--- src/rtl/uart_word_loader_if.sv ---
// rtl/uart_word_loader_if.sv - Word-write and byte-observation bundle of the UART word loader
interface uart_word_loader_if #(
   parameter int ADDR_W = 8
);
   logic              we;
   logic [ADDR_W-1:0] waddr;
   logic [31:0]       wdata;
   logic [7:0]        rx_data;
   logic              rx_byte_valid;
   logic [32:0]       rx_check;
   logic              frame_err;

   modport master (
      output we, waddr, wdata, rx_data, rx_byte_valid, rx_check, frame_err
   );

   modport slave (
      input we, waddr, wdata, rx_data, rx_byte_valid, rx_check, frame_err
   );
endinterface

--- src/rtl/uart_word_loader.sv ---
// rtl/uart_word_loader.sv - 8N1 UART receiver packing little-endian bytes into 32-bit memory writes
// Macro UART_PARITY_EN adds an even-parity bit between the data bits and the stop bit.
module uart_word_loader #(
   parameter int CLKS_PER_BIT = 868,
   parameter int ADDR_W       = 8
) (
   input  logic               clk,
   input  logic               reset,
   input  logic               rx,
   uart_word_loader_if.master bus
);
   localparam int CNT_W = $clog2(CLKS_PER_BIT);
   localparam logic [CNT_W-1:0] HALF_M1 = CNT_W'(CLKS_PER_BIT / 2 - 1);
   localparam logic [CNT_W-1:0] FULL_M1 = CNT_W'(CLKS_PER_BIT - 1);

   typedef enum logic [2:0] {
      S_IDLE,
      S_START,
      S_DATA,
`ifdef UART_PARITY_EN
      S_PARITY,
`endif
      S_STOP,
      S_WAIT_HIGH
   } state_t;

   state_t            state_q, state_d;
   logic              rx_meta_q, rx_sync_q;
   logic [CNT_W-1:0]  cnt_q, cnt_d;
   logic [2:0]        bit_q, bit_d;
   logic [7:0]        shift_q, shift_d;
   logic [1:0]        byte_idx_q, byte_idx_d;
   logic [31:0]       word_q, word_d;
   logic [ADDR_W-1:0] addr_q, addr_d;
   logic              we_q, we_d;
   logic [ADDR_W-1:0] waddr_q, waddr_d;
   logic [31:0]       wdata_q, wdata_d;
   logic [7:0]        rx_data_q, rx_data_d;
   logic              valid_q, valid_d;
   logic [32:0]       check_q, check_d;
   logic              ferr_q, ferr_d;
   logic              accept;

   always_comb begin
      state_d    = state_q;
      cnt_d      = cnt_q + CNT_W'(1);
      bit_d      = bit_q;
      shift_d    = shift_q;
      byte_idx_d = byte_idx_q;
      word_d     = word_q;
      addr_d     = addr_q;
      we_d       = 1'b0;
      waddr_d    = waddr_q;
      wdata_d    = wdata_q;
      rx_data_d  = rx_data_q;
      valid_d    = 1'b0;
      check_d    = check_q;
      ferr_d     = ferr_q;
      accept     = 1'b0;

      case (state_q)
         S_IDLE: begin
            cnt_d = '0;
            if (!rx_sync_q) state_d = S_START;
         end
         S_START: begin
            if (cnt_q == HALF_M1) begin
               cnt_d   = '0;
               bit_d   = 3'd0;
               state_d = rx_sync_q ? S_IDLE : S_DATA;
            end
         end
         S_DATA: begin
            if (cnt_q == FULL_M1) begin
               cnt_d   = '0;
               shift_d = {rx_sync_q, shift_q[7:1]};
               bit_d   = bit_q + 3'd1;
               if (bit_q == 3'd7) begin
`ifdef UART_PARITY_EN
                  state_d = S_PARITY;
`else
                  state_d = S_STOP;
`endif
               end
            end
         end
`ifdef UART_PARITY_EN
         S_PARITY: begin
            if (cnt_q == FULL_M1) begin
               cnt_d = '0;
               // Even parity: data bits plus parity bit must hold an even number of ones
               if (^shift_q ^ rx_sync_q) begin
                  ferr_d  = 1'b1;
                  state_d = S_WAIT_HIGH;
               end else begin
                  state_d = S_STOP;
               end
            end
         end
`endif
         S_STOP: begin
            if (cnt_q == FULL_M1) begin
               cnt_d = '0;
               if (rx_sync_q) begin
                  accept  = 1'b1;
                  state_d = S_IDLE;
               end else begin
                  ferr_d  = 1'b1;
                  state_d = S_WAIT_HIGH;
               end
            end
         end
         S_WAIT_HIGH: begin
            cnt_d = '0;
            if (rx_sync_q) state_d = S_IDLE;
         end
         default: state_d = S_IDLE;
      endcase

      // Word address advances at the accept edge; waddr captures the pre-increment value
      if (accept) begin
         rx_data_d  = shift_q;
         valid_d    = 1'b1;
         word_d[{byte_idx_q, 3'b000} +: 8] = shift_q;
         byte_idx_d = byte_idx_q + 2'd1;
         if (byte_idx_q == 2'd3) begin
            we_d    = 1'b1;
            waddr_d = addr_q;
            wdata_d = {shift_q, word_q[23:0]};
            check_d = {1'b1, shift_q, word_q[23:0]};
            addr_d  = addr_q + ADDR_W'(1);
         end
      end
   end

   always_ff @(posedge clk or negedge reset) begin
      if (!reset) begin
         state_q    <= S_IDLE;
         rx_meta_q  <= 1'b1;
         rx_sync_q  <= 1'b1;
         cnt_q      <= '0;
         bit_q      <= 3'd0;
         shift_q    <= 8'd0;
         byte_idx_q <= 2'd0;
         word_q     <= 32'd0;
         addr_q     <= '0;
         we_q       <= 1'b0;
         waddr_q    <= '0;
         wdata_q    <= 32'd0;
         rx_data_q  <= 8'd0;
         valid_q    <= 1'b0;
         check_q    <= 33'd0;
         ferr_q     <= 1'b0;
      end else begin
         state_q    <= state_d;
         rx_meta_q  <= rx;
         rx_sync_q  <= rx_meta_q;
         cnt_q      <= cnt_d;
         bit_q      <= bit_d;
         shift_q    <= shift_d;
         byte_idx_q <= byte_idx_d;
         word_q     <= word_d;
         addr_q     <= addr_d;
         we_q       <= we_d;
         waddr_q    <= waddr_d;
         wdata_q    <= wdata_d;
         rx_data_q  <= rx_data_d;
         valid_q    <= valid_d;
         check_q    <= check_d;
         ferr_q     <= ferr_d;
      end
   end

   assign bus.we            = we_q;
   assign bus.waddr         = waddr_q;
   assign bus.wdata         = wdata_q;
   assign bus.rx_data       = rx_data_q;
   assign bus.rx_byte_valid = valid_q;
   assign bus.rx_check      = check_q;
   assign bus.frame_err     = ferr_q;
endmodule

--- src/flat_wrapper.sv ---
// flat-port wrapper written by rule: the top's interface ports become plain ports
module uart_word_loader_flat 
#(
   parameter int CLKS_PER_BIT = 868,
   parameter int ADDR_W       = 8
)
  (clk, reset, rx, bus_we, bus_waddr, bus_wdata, bus_rx_data, bus_rx_byte_valid, bus_rx_check, bus_frame_err);
  uart_word_loader_if #(.ADDR_W(ADDR_W)) bus_i ();
  input  logic clk;
  input  logic reset;
  input  logic rx;
  output wire logic [$bits(bus_i.we)-1:0] bus_we;
  output wire logic [$bits(bus_i.waddr)-1:0] bus_waddr;
  output wire logic [$bits(bus_i.wdata)-1:0] bus_wdata;
  output wire logic [$bits(bus_i.rx_data)-1:0] bus_rx_data;
  output wire logic [$bits(bus_i.rx_byte_valid)-1:0] bus_rx_byte_valid;
  output wire logic [$bits(bus_i.rx_check)-1:0] bus_rx_check;
  output wire logic [$bits(bus_i.frame_err)-1:0] bus_frame_err;
  assign bus_we = bus_i.we;
  assign bus_waddr = bus_i.waddr;
  assign bus_wdata = bus_i.wdata;
  assign bus_rx_data = bus_i.rx_data;
  assign bus_rx_byte_valid = bus_i.rx_byte_valid;
  assign bus_rx_check = bus_i.rx_check;
  assign bus_frame_err = bus_i.frame_err;
  uart_word_loader #(.CLKS_PER_BIT(CLKS_PER_BIT), .ADDR_W(ADDR_W)) u_core (.clk(clk), .reset(reset), .rx(rx), .bus(bus_i));
endmodule
--- config.mk ---
export PLATFORM = sky130hd
export DESIGN_NAME = uart_word_loader_flat
export DESIGN_NICKNAME = d
export VERILOG_FILES = /design/src/rtl/uart_word_loader_if.sv /design/src/rtl/uart_word_loader.sv /design/src/flat_wrapper.sv
export SDC_FILE = /design/constraint.sdc
export NUM_CORES = 1
export LEC_CHECK = 0
export BUFFER_PORTS_ARGS = -buffer_cell sky130_fd_sc_hd__buf_2
export CORE_MARGIN = 2
export CORE_UTILIZATION = 50
export DETAILED_ROUTE_END_ITERATION = 10
export PLACE_DENSITY = 0.75
export SLEW_MARGIN = 30
export SYNTH_ARGS = -nofsm -noshare
export SYNTH_HDL_FRONTEND = slang
export SYNTH_SLANG_ARGS = --single-unit
--- constraint.sdc ---
create_clock -name clk -period 1.8 [get_ports clk]
set_input_delay 0.09 -clock clk [delete_from_list [all_inputs] [get_ports clk]]
set_output_delay 0.09 -clock clk [all_outputs]
set_load 0.01 [all_outputs]
# --- Word level (Yosys, flattened, before mapping) ---
# Index checks and enable logic that the tools add are counted.
word_totals:
  register_bits: 152
  latch_bits: 0
  mem_bits_rw: 0
  rom_bits: 0
  out_inout_bits: 84
  elab_cells: 69
  memories: 0
op_classes:
  addsub: 5
  mul: 0
  div: 0
  order_cmp: 0
  n_eq_ne: 14
  n_shift: 2
  n_mux: 22
  n_bitwise: 1
  n_reduce_logical: 9
op_table:
  columns: ["op", "count"]
  rows:
  - ["32-bit bitwise mux", 1]
  - ["8-bit by 7-bit variable shift with 32-bit output (first input constant)", 1]
  - ["8-bit by 7-bit variable part select with 32-bit output", 1]
  - ["10-bit one-hot mux with 3 select lines", 1]
  - ["3-bit 2-to-1 mux", 9]
  - ["10-bit 2-to-1 mux", 2]
  - ["3-bit one-hot mux with 5 select lines", 1]
  - ["10-bit by 1-bit adder with 10-bit output (second input constant)", 1]
  - ["10-bit equality test (second input constant)", 1]
  - ["10-bit by 9-bit equality test with 1-bit output (second input constant)", 1]
  - ["2-bit by 1-bit != test with 1-bit output (second input constant)", 5]
  - ["8-bit by 1-bit adder with 8-bit output (second input constant)", 1]
  - ["5-bit negator with 7-bit output", 1]
  - ["3-bit by 2-bit equality test with 1-bit output (second input constant)", 2]
  - ["3-bit equality test (second input constant)", 2]
  - ["1-bit 2-to-1 mux", 6]
  - ["3-bit one-hot mux with 2 select lines", 1]
  - ["3-bit AND reduction", 2]
  - ["6-bit AND reduction", 1]
  - ["2-bit AND reduction", 2]
  - ["2-bit OR reduction", 2]
  - ["3-bit by 1-bit adder with 3-bit output (second input constant)", 1]
  - ["3-bit by 1-bit equality test with 1-bit output (second input constant)", 1]
  - ["3-bit zero test", 1]
  - ["other kinds (6)", 6]

# --- Depth between registers and ports, before layout ---
# Gate-level depths: netlist of the first run.
depth:
  word_depth: 4
  depth_mapped: 7
  ltp_nobuf: 6

# --- Worst setup path before layout of the first run ---
# No wires, ideal clock.
synth_path:
  kind: "reg-to-reg"
  start: "register u_core.cnt_q[0]"
  end: "register u_core.waddr_q[5] (netlist: u_core.bus.waddr[5])"
  arrival_ns: 1.794
  required_ns: 1.675
  slack_ns: -0.119
  path_stages_with_launch: 7
  synth_period_minus_slack_ns: 1.919
  path_cell_list: "dfrtp_1 ha_1 nand4bb_1 nor4_2 buf_4 buf_6 mux2_2"
synth_via:
  elab_chain_len: 4
synth_rtl:
  columns: ["item", "line", "rtl"]
  rows:
  - ["start, declared", "uart_word_loader.sv:29", "logic [CNT_W-1:0] cnt_q, cnt_d;"]
  - ["start signal, assigned", "uart_word_loader.sv:158", "cnt_q <= cnt_d;"]
  - ["10-bit equality test", "uart_word_loader.sv:102", "if (cnt_q == FULL_M1) begin"]
  - ["1-bit 2-to-1 mux", "uart_word_loader.sv:102", null]
  - ["1-bit 2-to-1 mux", "uart_word_loader.sv:61", "case (state_q)"]
  - ["2-bit AND reduction (no source line)", null, null]
  - ["end signal, assigned", "uart_word_loader.sv:165", "waddr_q <= waddr_d;"]
  - ["end, declared", "uart_word_loader.sv:36", "logic [ADDR_W-1:0] waddr_q, waddr_d;"]
# Every way passes these cells.
# A chain may end at the register's enable or synchronous reset.

# --- Worst setup path after layout of the first run ---
layout_path:
  start: "register u_core.cnt_q[1]"
  end: "register u_core.addr_q[1]"
layout_via:
  elab_chain_len: 4
layout_rtl:
  columns: ["item", "line", "rtl"]
  rows:
  - ["10-bit equality test", "uart_word_loader.sv:102", null]
  - ["1-bit 2-to-1 mux", "uart_word_loader.sv:102", null]
  - ["1-bit 2-to-1 mux", "uart_word_loader.sv:61", null]
  - ["2-bit AND reduction (no source line)", null, null]
  - ["end signal, assigned", "uart_word_loader.sv:163", "addr_q <= addr_d;"]
  - ["end, declared", "uart_word_loader.sv:34", "logic [ADDR_W-1:0] addr_q, addr_d;"]
# Every way passes these cells.

==> results of run 1 <==
-- per-layer routing --
metal / vias up / wire length, um
met1: 1586 / 4150
li1: 1499 / -
met5: - / 0
met3: 16 / 431
met2: 88 / 4820
met4: 0 / 126
-- cells in the final DEF, fill, tap and decap left out, types with 2 or more instances in the layout --
cell type	netlist	layout
nand2_1	32	32
mux2_2	57	36
and3_1	5	5
dlygate4sd3_1	0	2
xor2_1	5	5
dfstp_2	2	2
nor4_1	2	2
clkbuf_16	0	2
clkinv_4	0	2
nor3b_1	4	3
nand3_1	6	6
a22o_1	2	2
nor4b_2	1	2
buf_2	6	85
inv_1	30	29
clkinv_2	0	2
mux2_4	0	21
nand4_1	9	9
nor2_1	13	13
clkbuf_8	0	9
dfrtp_1	110	110
buf_12	0	5
o21ai_0	3	2
ha_1	10	8
buf_4	35	26
ha_4	0	2
and2_1	2	2
xnor2_1	11	11
nor3_1	5	5
nand2_4	0	3
mux2i_1	24	24
-- final timing paths --
kind / to / cells past startpoint / startpoint
worst min register to register: u_core.rx_sync_q / 0 / u_core.rx_meta_q
min in group clk: u_core.rx_meta_q / 2 / rx
worst max-delay path: u_core.addr_q[1] / 6 / u_core.cnt_q[1]
max in group asynchronous: u_core.rx_meta_q / 3 / reset
worst max register to register: u_core.addr_q[1] / 6 / u_core.cnt_q[1]
worst min-delay path: u_core.word_q[21] / 2 / reset
-- per-stage QoR --
step	setup slack, ps	power (mW)	TNS [ps]	cell area, sq um
after floorplan	-11.7	2.57	-12.9	5000
after global placement	14.1	2.63	0	5560
after detailed placement	-40.1	2.64	-614	5560
after CTS	20.6	4.12	0	5820
after global routing	-89.3	4.24	-2810	6000
final	-5.88	4.07	-14.8	6000
-- power groups by stage --
stage / clock [mW] / combinational, mW / sequential (mW)
after floorplan: 0 / 0.00206 / 2.57
after global placement: 0 / 0.0642 / 2.57
after detailed placement: 0 / 0.0657 / 2.57
after CTS: 1.53 / 0.0691 / 2.52
after global routing: 1.64 / 0.0774 / 2.52
final: 1.48 / 0.0649 / 2.52
-- cell families (layout without fill, tap and decap cells) --
| logic type | Yosys count | after routing | synth area share [%] |
|---|---|---|---|
| XOR/XNOR | 16 | 16 | 2.81 |
| adder cells (fa/ha/maj) | 10 | 10 | 2.51 |
| buffers and inverters | 75 | 167 | 8.60 |
| multiplexers | 82 | 82 | 17.9 |
| AO/OA/AOI/OAI | 13 | 13 | 2.01 |
| AND/OR/NAND/NOR | 92 | 92 | 9.95 |
| flip-flops | 112 | 112 | 56.2 |
-- state kept, by name (all words and copies together) (netlist names), 2 cells and up --
register	cells
u_core.byte_idx_q	2
u_core.addr_q	8
u_core.shift_q	8
u_core.bit_q	3
u_core.bus.rx_check	33
u_core.state_q	3
u_core.cnt_q	10
u_core.bus.waddr	8
u_core.bus.rx_data	8
u_core.word_q	24
-- final cells by class --
class	instances	area [sq um]	share of cell area (%)
sequential	112	2810	46.8
multi-input combinational	213	1910	31.9
timing repair buffer	121	802	13.4
tap	133	166	2.77
clock buffer	10	128	2.13
inverter	30	116	1.94
clock inverter	6	68.8	1.15
-- repair_timing --
action | in CTS | in global routing
resized for setup | 3 | 30
endpoints found under the hold margin | 33 | 0
hold buffers | 2 | 0
pin swaps | 1 | 3
cloned | 0 | 2
endpoints found under the setup margin | 42 | 90
buffers inserted | 1 | 1
==> results.py, run 1 <==
metrics = {
    "critical_path": {
        "path_buf_inv": 2,
        "required_ps": 2070,
        "crit_path_end_kind": "flop",
        "max_stage_delay_ps": 400,
        "regToRegSetupSlack_ps": -6,
        "critPathKind": "reg2reg",
        "cp.arrival_ps": 2070,
        "path_delay_family": "flip-flops",
        "critPathSlowestCell": "dfrtp_1",
        "crit_path_start_kind": "flop",
        "path_max_fanout": 15,
        "crit_chain": "ha_4 -> nand4bb_4 -> nor4_4 -> buf_6 -> clkbuf_16 -> mux2_2",
    },
    "route": {
        "via_per_inst": 5.10,
        "wl_per_cell_um": 15.2,
        "first_pass_iters": 4,
        "drt_iter0_drc": 93,
        "drtAntennaViolNets": 0,
        "vias": 3189,
        "finalWirelength_um": 9530,
        "drc": 0,
    },
    "timing": {
        "skew_ps": 9.63,
        "slew_headroom_pct": 70.7,
        "slew_viol_final": 0,
        "rsz0062_at_grt": "yes",
        "finalSetupViolCount": 4,
        "fin_crit_sh_pct": 100,
        "min_period_ps": 1810,
        "fin_ws_ps": -5.88,
        "hold_viol_final": 0,
        "tightest_slew_ps": 440,
        "fmax_mhz": 554,
        "worst_hold_slack_ps": 204,
    },
    "power": {
        "swShare_pct": 21.6,
        "peakVddDrop_uv": 418,
        "power_frac_seq_pct": 62.0,
        "p_per_area_mw_per_mm2": 678,
        "internal-power_mw": 3.19,
        "p_clk_share_pct": 36.4,
        "power_leakage_nw": 3.27,
        "p_comb_share_pct": 1.6,
        "power_switching_mw": 0.879,
    },
    "logic_synthesis": {
        "ys_types": 44,
        "synth_top_cell_area_share_pct": 55.2,
        "yosysTopAreaCell": "dfrtp_1",
        "yosysWarnings": 0,
        "ys_async_sr_fraction_pct": 100,
        "synth_fp_nets": 413,
        "synthesis.area_sq_mm": 0.00499,
        "netlist_instances": 400,
        "synth_edf_count": 0,
        "avgSynthCellArea_sq_um": 12.5,
        "synth-seq-area-share_pct": 56.2,
        "synth_ff_type": "dfrtp_1",
        "synth_commonest_cells": "dfrtp_1, mux2_2, buf_4, nand2_1, inv_1",
        "yosysMostFrequentCell": "dfrtp_1",
        "synth-seq-cells": 112,
        "synth_area_leaders": "dfrtp_1, mux2_2, buf_4",
    },
    "grt": {
        "grt.met1_usage_pct": 22.7,
        "antenna_found_initial": 0,
        "grt_overflow": 0,
        "use_met2_pct": 29.6,
        "met3_usage_pct": 3.76,
        "grt_use_total_pct": 17.4,
        "grt_pass1_wl_um": 15300,
        "grt.busiest_layer": "met2",
        "grt_pass1_vias": 3169,
        "grt_max_degree": 47,
    },
    "placed_design": {
        "dp_cells": 603,
        "port_buffers": 86,
        "gp_congestion": 0.817,
        "dp_hpwl_um": 6460,
    },
    "cells_and_area": {
        "area_growth_pct": 20.2,
        "fin_util_pct": 61.7,
        "fillers": 778,
        "drive_above_1_share_pct": 42.3,
        "diodes": 0,
        "layoutNonFillerInstCount": 625,
        "layout.nets": 500,
    },
    "clock_network": {
        "clk_path_buf_depth": 2,
        "clk_pin_slew_ps": 100,
        "cts_tree": "yes",
        "ctsHtreeMaxLevel": 3,
        "clk_latency_ps": 370,
        "numCtsBuffers": 9,
        "root_buffer": "clkbuf_8",
        "cts_sinks": 112,
    },
    "floorplan": {
        "chipWidth_um": 104,
        "core-area_sq_mm": 0.00973,
        "die_area_sq_mm": 0.0108,
        "pin_count": 87,
        "num_rows": 36,
        "start_util_pct": 51.3,
        "die-height_um": 104,
    },
    "status": {
        "run_status": "finished with violations",
        "violations": "negative setup slack",
    },
    "hold_path": {
        "hold_class": "in2async",
    },
    "run": {
        "max-cap-violations": 0,
    },
}
Note: power is estimated with default switching activity, not from simulation.
==> run 2: changes to the inputs <==
--- a/config.mk
+++ b/config.mk
@@ -6,11 +6,11 @@
 export NUM_CORES = 1
 export LEC_CHECK = 0
 export BUFFER_PORTS_ARGS = -buffer_cell sky130_fd_sc_hd__buf_2
-export CORE_MARGIN = 2
 export CORE_UTILIZATION = 50
 export DETAILED_ROUTE_END_ITERATION = 10
 export PLACE_DENSITY = 0.75
-export SLEW_MARGIN = 30
+export REMOVE_ABC_BUFFERS = 1
+export SLEW_MARGIN = 5
 export SYNTH_ARGS = -nofsm -noshare
 export SYNTH_HDL_FRONTEND = slang
 export SYNTH_SLANG_ARGS = --single-unit
==> run 2 against run 1 <==
Net effect: the flow finishes with violations (design-rule violations, negative setup slack); worst hold slack worse by 13 ps; critical path type unchanged; die area down 3.8%; non-clock buffer count down 2; critical endpoint is now u_core.bus.rx_check[7]; sequential power about the same; routed wire length down 2.7%; largest cell class unchanged; highest routed layer unchanged.
==> results.py, run 2 (same netlist as run 1, synthesis figures left out) <==
metrics = {
    "route": {
        "drtAntennaViolNets": 0,
        "wl_per_cell_um": 14.9,
        "via_per_inst": 5.07,
        "finalWirelength_um": 9260,
        "drc": 1,
        "drt_iter0_drc": 136,
        "first_pass_iters": 7,
        "vias": 3159,
    },
    "critical_path": {
        "critPathSlowestCell": "dfrtp_1",
        "max_stage_delay_ps": 380,
        "crit_chain": "ha_1 -> nand4b_1 -> nor4_4 -> buf_4 -> mux2_2",
        "path_delay_family": "simple AND/OR/NAND/NOR gates",
        "required_ps": 2060,
        "critPathKind": "reg2reg",
        "crit_path_start_kind": "flop",
        "crit_path_end_kind": "flop",
        "cp.arrival_ps": 2110,
        "path_max_fanout": 13,
        "path_buf_inv": 1,
    },
    "grt": {
        "grt_use_total_pct": 18.8,
        "antenna_found_initial": 0,
        "grt_pass1_wl_um": 14900,
        "grt_max_degree": 57,
        "grt_pass1_vias": 3107,
        "grt_overflow": 0,
    },
    "cells_and_area": {
        "layout_commonest_cell": "dfrtp_1",
        "fillers": 785,
        "multi_input_comb_area_sq_mm": 0.00182,
        "area_growth_pct": 17.0,
        "diodes": 0,
        "drive_above_1_share_pct": 42.0,
        "most-common-layout-cells": "dfrtp_1, buf_2, mux2_2",
        "regArea_sq_mm": 0.00281,
        "largest_reg_flops": 33,
        "layout.nets": 498,
    },
    "power": {
        "p_per_area_mw_per_mm2": 673,
        "finalPower_mw": 3.93,
        "power_leakage_nw": 3.20,
        "swShare_pct": 21.9,
        "internal-power_mw": 3.07,
        "power_frac_seq_pct": 64.1,
        "power_switching_mw": 0.859,
        "peakVddDrop_uv": 365,
        "p_comb_share_pct": 1.6,
        "p_clk_share_pct": 34.3,
    },
    "floorplan": {
        "start_util_pct": 51.3,
        "pin_count": 87,
        "die-height_um": 102,
        "die_area_sq_mm": 0.0104,
        "core-area_sq_mm": 0.00973,
        "chipWidth_um": 102,
        "num_rows": 36,
    },
    "timing": {
        "rsz0062_at_grt": "yes",
        "fin_crit_sh_pct": 103,
        "worst_hold_slack_ps": 191,
        "tightest_slew_ps": 413,
        "skew_ps": 6.88,
        "fmax_mhz": 538,
        "hold_viol_final": 0,
        "fin_ws_ps": -57.8,
        "fin_setup_tns_ps": -1670,
        "min_period_ps": 1860,
        "slew_headroom_pct": 72.5,
        "slew_viol_final": 0,
        "finalSetupViolCount": 41,
    },
    "placed_design": {
        "port_buffers": 86,
        "gp_congestion": 0.834,
        "place_ws_ps": -38.3,
        "dp_hpwl_um": 6460,
    },
    "hold_path": {
        "hold_class": "in2async",
    },
    "clock_network": {
        "clk_pin_slew_ps": 100,
        "cts_tree": "yes",
        "clk_latency_ps": 370,
        "cts_sinks": 112,
        "numCtsBuffers": 9,
        "clk_path_buf_depth": 2,
        "root_buffer": "clkbuf_8",
        "cts_setup_buffers": 0,
        "ctsHtreeMaxLevel": 3,
    },
    "status": {
        "violations": "design-rule violations, negative setup slack",
        "run_status": "finished with violations",
    },
    "run": {
        "max-cap-violations": 0,
    },
}
==> run 2: cell count changes in the layout (fill, tap and decap cells not counted), moves of 2 or more <==
cell / previous run / this run
mux2_4: 21 / 1
buf_4: 26 / 24
clkinv_4: 2 / 0
buf_6: 1 / 3
mux2_2: 36 / 56
ha_4: 2 / 0
==> run 2: worst reg2reg max path, stage by stage (launching register included) <==
cell      delay (ps)
dfrtp_1          380
ha_1             220
nand4b_1         190
nor4_4           320
buf_4            280
mux2_2           360
==> run 2: what timing repair did <==
action | in CTS | in global routing
endpoints found under the setup margin | 45 | 79
hold buffers | 2 | 0
endpoints found under the hold margin | 32 | 0
resized for setup | 3 | 14
pin swaps | 0 | 4
cloned | 0 | 1
==> run 2: per-stage QoR <==
step	std cells	utilization (%)	area [sq um]
final	623	60.0	5840
after global routing	623	60.0	5840
after CTS	622	59.2	5760
after detailed placement	604	57.1	5560
after global placement	604	57.1	5560
after floorplan	355	-	4670
==> run 2: area by class of cell <==
type	instances	area share, %
Inverter	30	1.93
Timing Repair Buffer	119	13.1
Tap cell	133	2.85
Clock inverter	5	0.536
Clock buffer	11	2.42
Multi-Input combinational cell	213	31.1
Sequential cell	112	48.0
==> run 2: final timing paths <==
path / from / endpoint / slack (ps) / cells after the start
worst max-delay path: u_core.byte_idx_q[0] / u_core.bus.rx_check[7] / -60 / 5
worst min-delay path: reset / u_core.bus.rx_check[24] / 190 / 2
worst max register to register: u_core.byte_idx_q[0] / u_core.bus.rx_check[7] / -60 / 5
worst min register to register: u_core.rx_meta_q / u_core.rx_sync_q / 360 / 0
max in group asynchronous: reset / u_core.bus.rx_check[10] / 930 / 3
min in group clk: rx / u_core.rx_meta_q / 360 / 2
==> run 2: metal layers <==
metal | GRT usage (%) | part of all wire (%)
met1 | 24.7 | 46
met2 | 31.4 | 49
met3 | 2.87 | 3.2
met4 | 7.47 | 1.7
met5 | 0 | 0
==> run 2: power by group through the flow <==
stage               sequential [mW]  combinational, mW  clock [mW]
floorplan                      2.57            0.00206           0
global placement               2.57             0.0623           0
detailed placement             2.57             0.0644           0
CTS                            2.52             0.0678        1.38
global route                   2.52             0.0751        1.48
finish                         2.52             0.0634        1.35
==> run 3: changes to the inputs <==
--- a/config.mk
+++ b/config.mk
@@ -6,6 +6,7 @@
 export NUM_CORES = 1
 export LEC_CHECK = 0
 export BUFFER_PORTS_ARGS = -buffer_cell sky130_fd_sc_hd__buf_2
+export CORE_MARGIN = 1.5
 export CORE_UTILIZATION = 50
 export DETAILED_ROUTE_END_ITERATION = 10
 export PLACE_DENSITY = 0.75
==> run 3 against run 2 <==
Net effect: the flow finishes with violations (negative setup slack); register-to-register slack about the same; first-iteration DRC count down 27%; sequential share of layout area shrank 2.9 points; total power up 2.3%; final area increased by 6.5%; via count is 3.9% higher; die area up 2.0%; global-route usage rose by 0.32 points; largest power group unchanged; highest routed layer unchanged.
==> results.py, run 3 (same netlist as run 1, synthesis figures left out) <==
metrics = {
    "critical_path": {
        "path_buf_inv": 2,
        "crit_path_start_kind": "flop",
        "max_stage_delay_ps": 420,
        "required_ps": 2060,
        "critPathKind": "reg2reg",
        "cp.arrival_ps": 2100,
        "path_delay_family": "simple AND/OR/NAND/NOR gates",
        "critPathSlowestCell": "dfrtp_1",
        "crit_path_end_kind": "flop",
        "path_max_fanout": 5,
        "reg2regPathDepth": 6,
        "crit_chain": "ha_4 -> buf_6 -> and4bb_2 -> and4_4 -> clkbuf_16 -> mux2_4",
        "cp.depth": 6,
    },
    "floorplan": {
        "die_area_sq_mm": 0.0106,
        "die-height_um": 103,
        "num_rows": 36,
        "pin_count": 87,
        "chipWidth_um": 103,
        "start_util_pct": 51.3,
        "core-area_sq_mm": 0.00973,
    },
    "timing": {
        "finalSetupViolCount": 6,
        "fin_ws_ps": -45.1,
        "tightest_slew_ps": 358,
        "rsz0062_at_grt": "yes",
        "fmax_mhz": 542,
        "min_period_ps": 1850,
        "slew_headroom_pct": 75.9,
        "fin_crit_sh_pct": 103,
        "worst_hold_slack_ps": 169,
        "hold_viol_final": 0,
        "skew_ps": 11.2,
        "slew_viol_final": 0,
    },
    "route": {
        "drt_iter0_drc": 99,
        "drc": 0,
        "via_per_inst": 5.14,
        "finalWirelength_um": 10100,
        "drtAntennaViolNets": 0,
        "vias": 3281,
        "wl_per_cell_um": 15.8,
        "first_pass_iters": 4,
    },
    "grt": {
        "grt_pass1_vias": 3153,
        "grt_use_total_pct": 19.1,
        "antenna_found_initial": 0,
        "grt_pass1_wl_um": 15600,
        "grt_max_degree": 41,
        "grt_overflow": 0,
    },
    "status": {
        "violations": "negative setup slack",
        "run_status": "finished with violations",
    },
    "clock_network": {
        "numCtsBuffers": 9,
        "clk_latency_ps": 370,
        "root_buffer": "clkbuf_8",
        "clk_path_buf_depth": 2,
        "cts_sinks": 112,
        "clk_pin_slew_ps": 110,
        "cts_tree": "yes",
        "ctsHtreeMaxLevel": 3,
    },
    "power": {
        "p_per_area_mw_per_mm2": 647,
        "finalPower_mw": 4.02,
        "peakVddDrop_uv": 353,
        "power_leakage_nw": 3.31,
    },
    "cells_and_area": {
        "drive_above_1_share_pct": 45.3,
        "fillers": 725,
        "largest_reg_flops": 33,
        "layout.nets": 513,
        "area_growth_pct": 24.6,
        "fin_util_pct": 63.9,
        "layout_commonest_cell": "dfrtp_1",
        "most-common-layout-cells": "dfrtp_1, buf_2, mux2_2",
        "diodes": 0,
    },
    "run": {
        "max-cap-violations": 0,
    },
    "hold_path": {
        "hold_class": "in2async",
    },
    "placed_design": {
        "port_buffers": 86,
        "gp_congestion": 0.889,
        "dp_hpwl_um": 6500,
    },
}
-- run 3: power by group --
| part | internal [mW] | switching, mW |
|---|---|---|
| registers | 2.52 | 0.00197 |
| clock network | 0.534 | 0.900 |
| logic | 0.0150 | 0.0512 |
-- run 3: routing by layer --
metal / vias up / global-route usage (%) / part of all wire (%)
li1: 1526 / - / -
met1: 1669 / 25.8 / 45
met2: 76 / 31.8 / 50
met3: 10 / 3.25 / 3.8
met4: 0 / 5.61 / 0.93
met5: - / 0 / 0
-- run 3: per-stage QoR --
stage	setup slack, ps	instance area [sq um]	setup TNS, ps	instances
4_1_cts	-43.2	5930	-808	632
6_report	-45.1	6220	-63.9	638
3_3_place_gp	-93.1	5590	-2230	608
3_5_place_dp	-132	5590	-5190	608
5_1_grt	-96.8	6220	-4350	638
2_1_floorplan	-2300	4670	-113660	355
-- run 3: what timing repair did --
item,4_1_cts,5_1_grt
gates resized for setup,11,40
cloned,1,3
hold endpoints to repair,62,0
hold buffers,2,0
endpoints found under the setup margin,73,97
pin swaps,3,7
buffers inserted,5,3
-- run 3: worst paths after layout --
| kind | start | end | slack (ps) |
|---|---|---|---|
| hold reg to reg | u_core.rx_meta_q | u_core.rx_sync_q | 370 |
| max in group asynchronous | reset | u_core.word_q[13] | 960 |
| min in group clk | rx | u_core.rx_meta_q | 360 |
| setup reg to reg | u_core.cnt_q[1] | u_core.bus.rx_data[0] | -50 |
| setup / recovery | u_core.cnt_q[1] | u_core.bus.rx_data[0] | -50 |
| hold / removal | reset | u_core.bus.rx_check[0] | 170 |
-- run 3: cell type report --
| class | instances | area, sq um | share of cell area (%) |
|---|---|---|---|
| Tap cell | 133 | 166 | 2.68 |
| Multi-Input combinational cell | 213 | 1990 | 31.9 |
| Inverter | 30 | 116 | 1.87 |
| Clock inverter | 7 | 63.8 | 1.03 |
| Sequential cell | 112 | 2810 | 45.1 |
| Timing Repair Buffer | 134 | 956 | 15.4 |
| Clock buffer | 9 | 124 | 1.99 |
-- run 3: worst reg2reg max path: cells and delay by family, from the launching register on --
family / cells / cell delay [ps]
buf+inv: 2 / 290
flops: 1 / 420
fa+ha+maj: 1 / 180
mux: 1 / 300
simple gates: 2 / 550
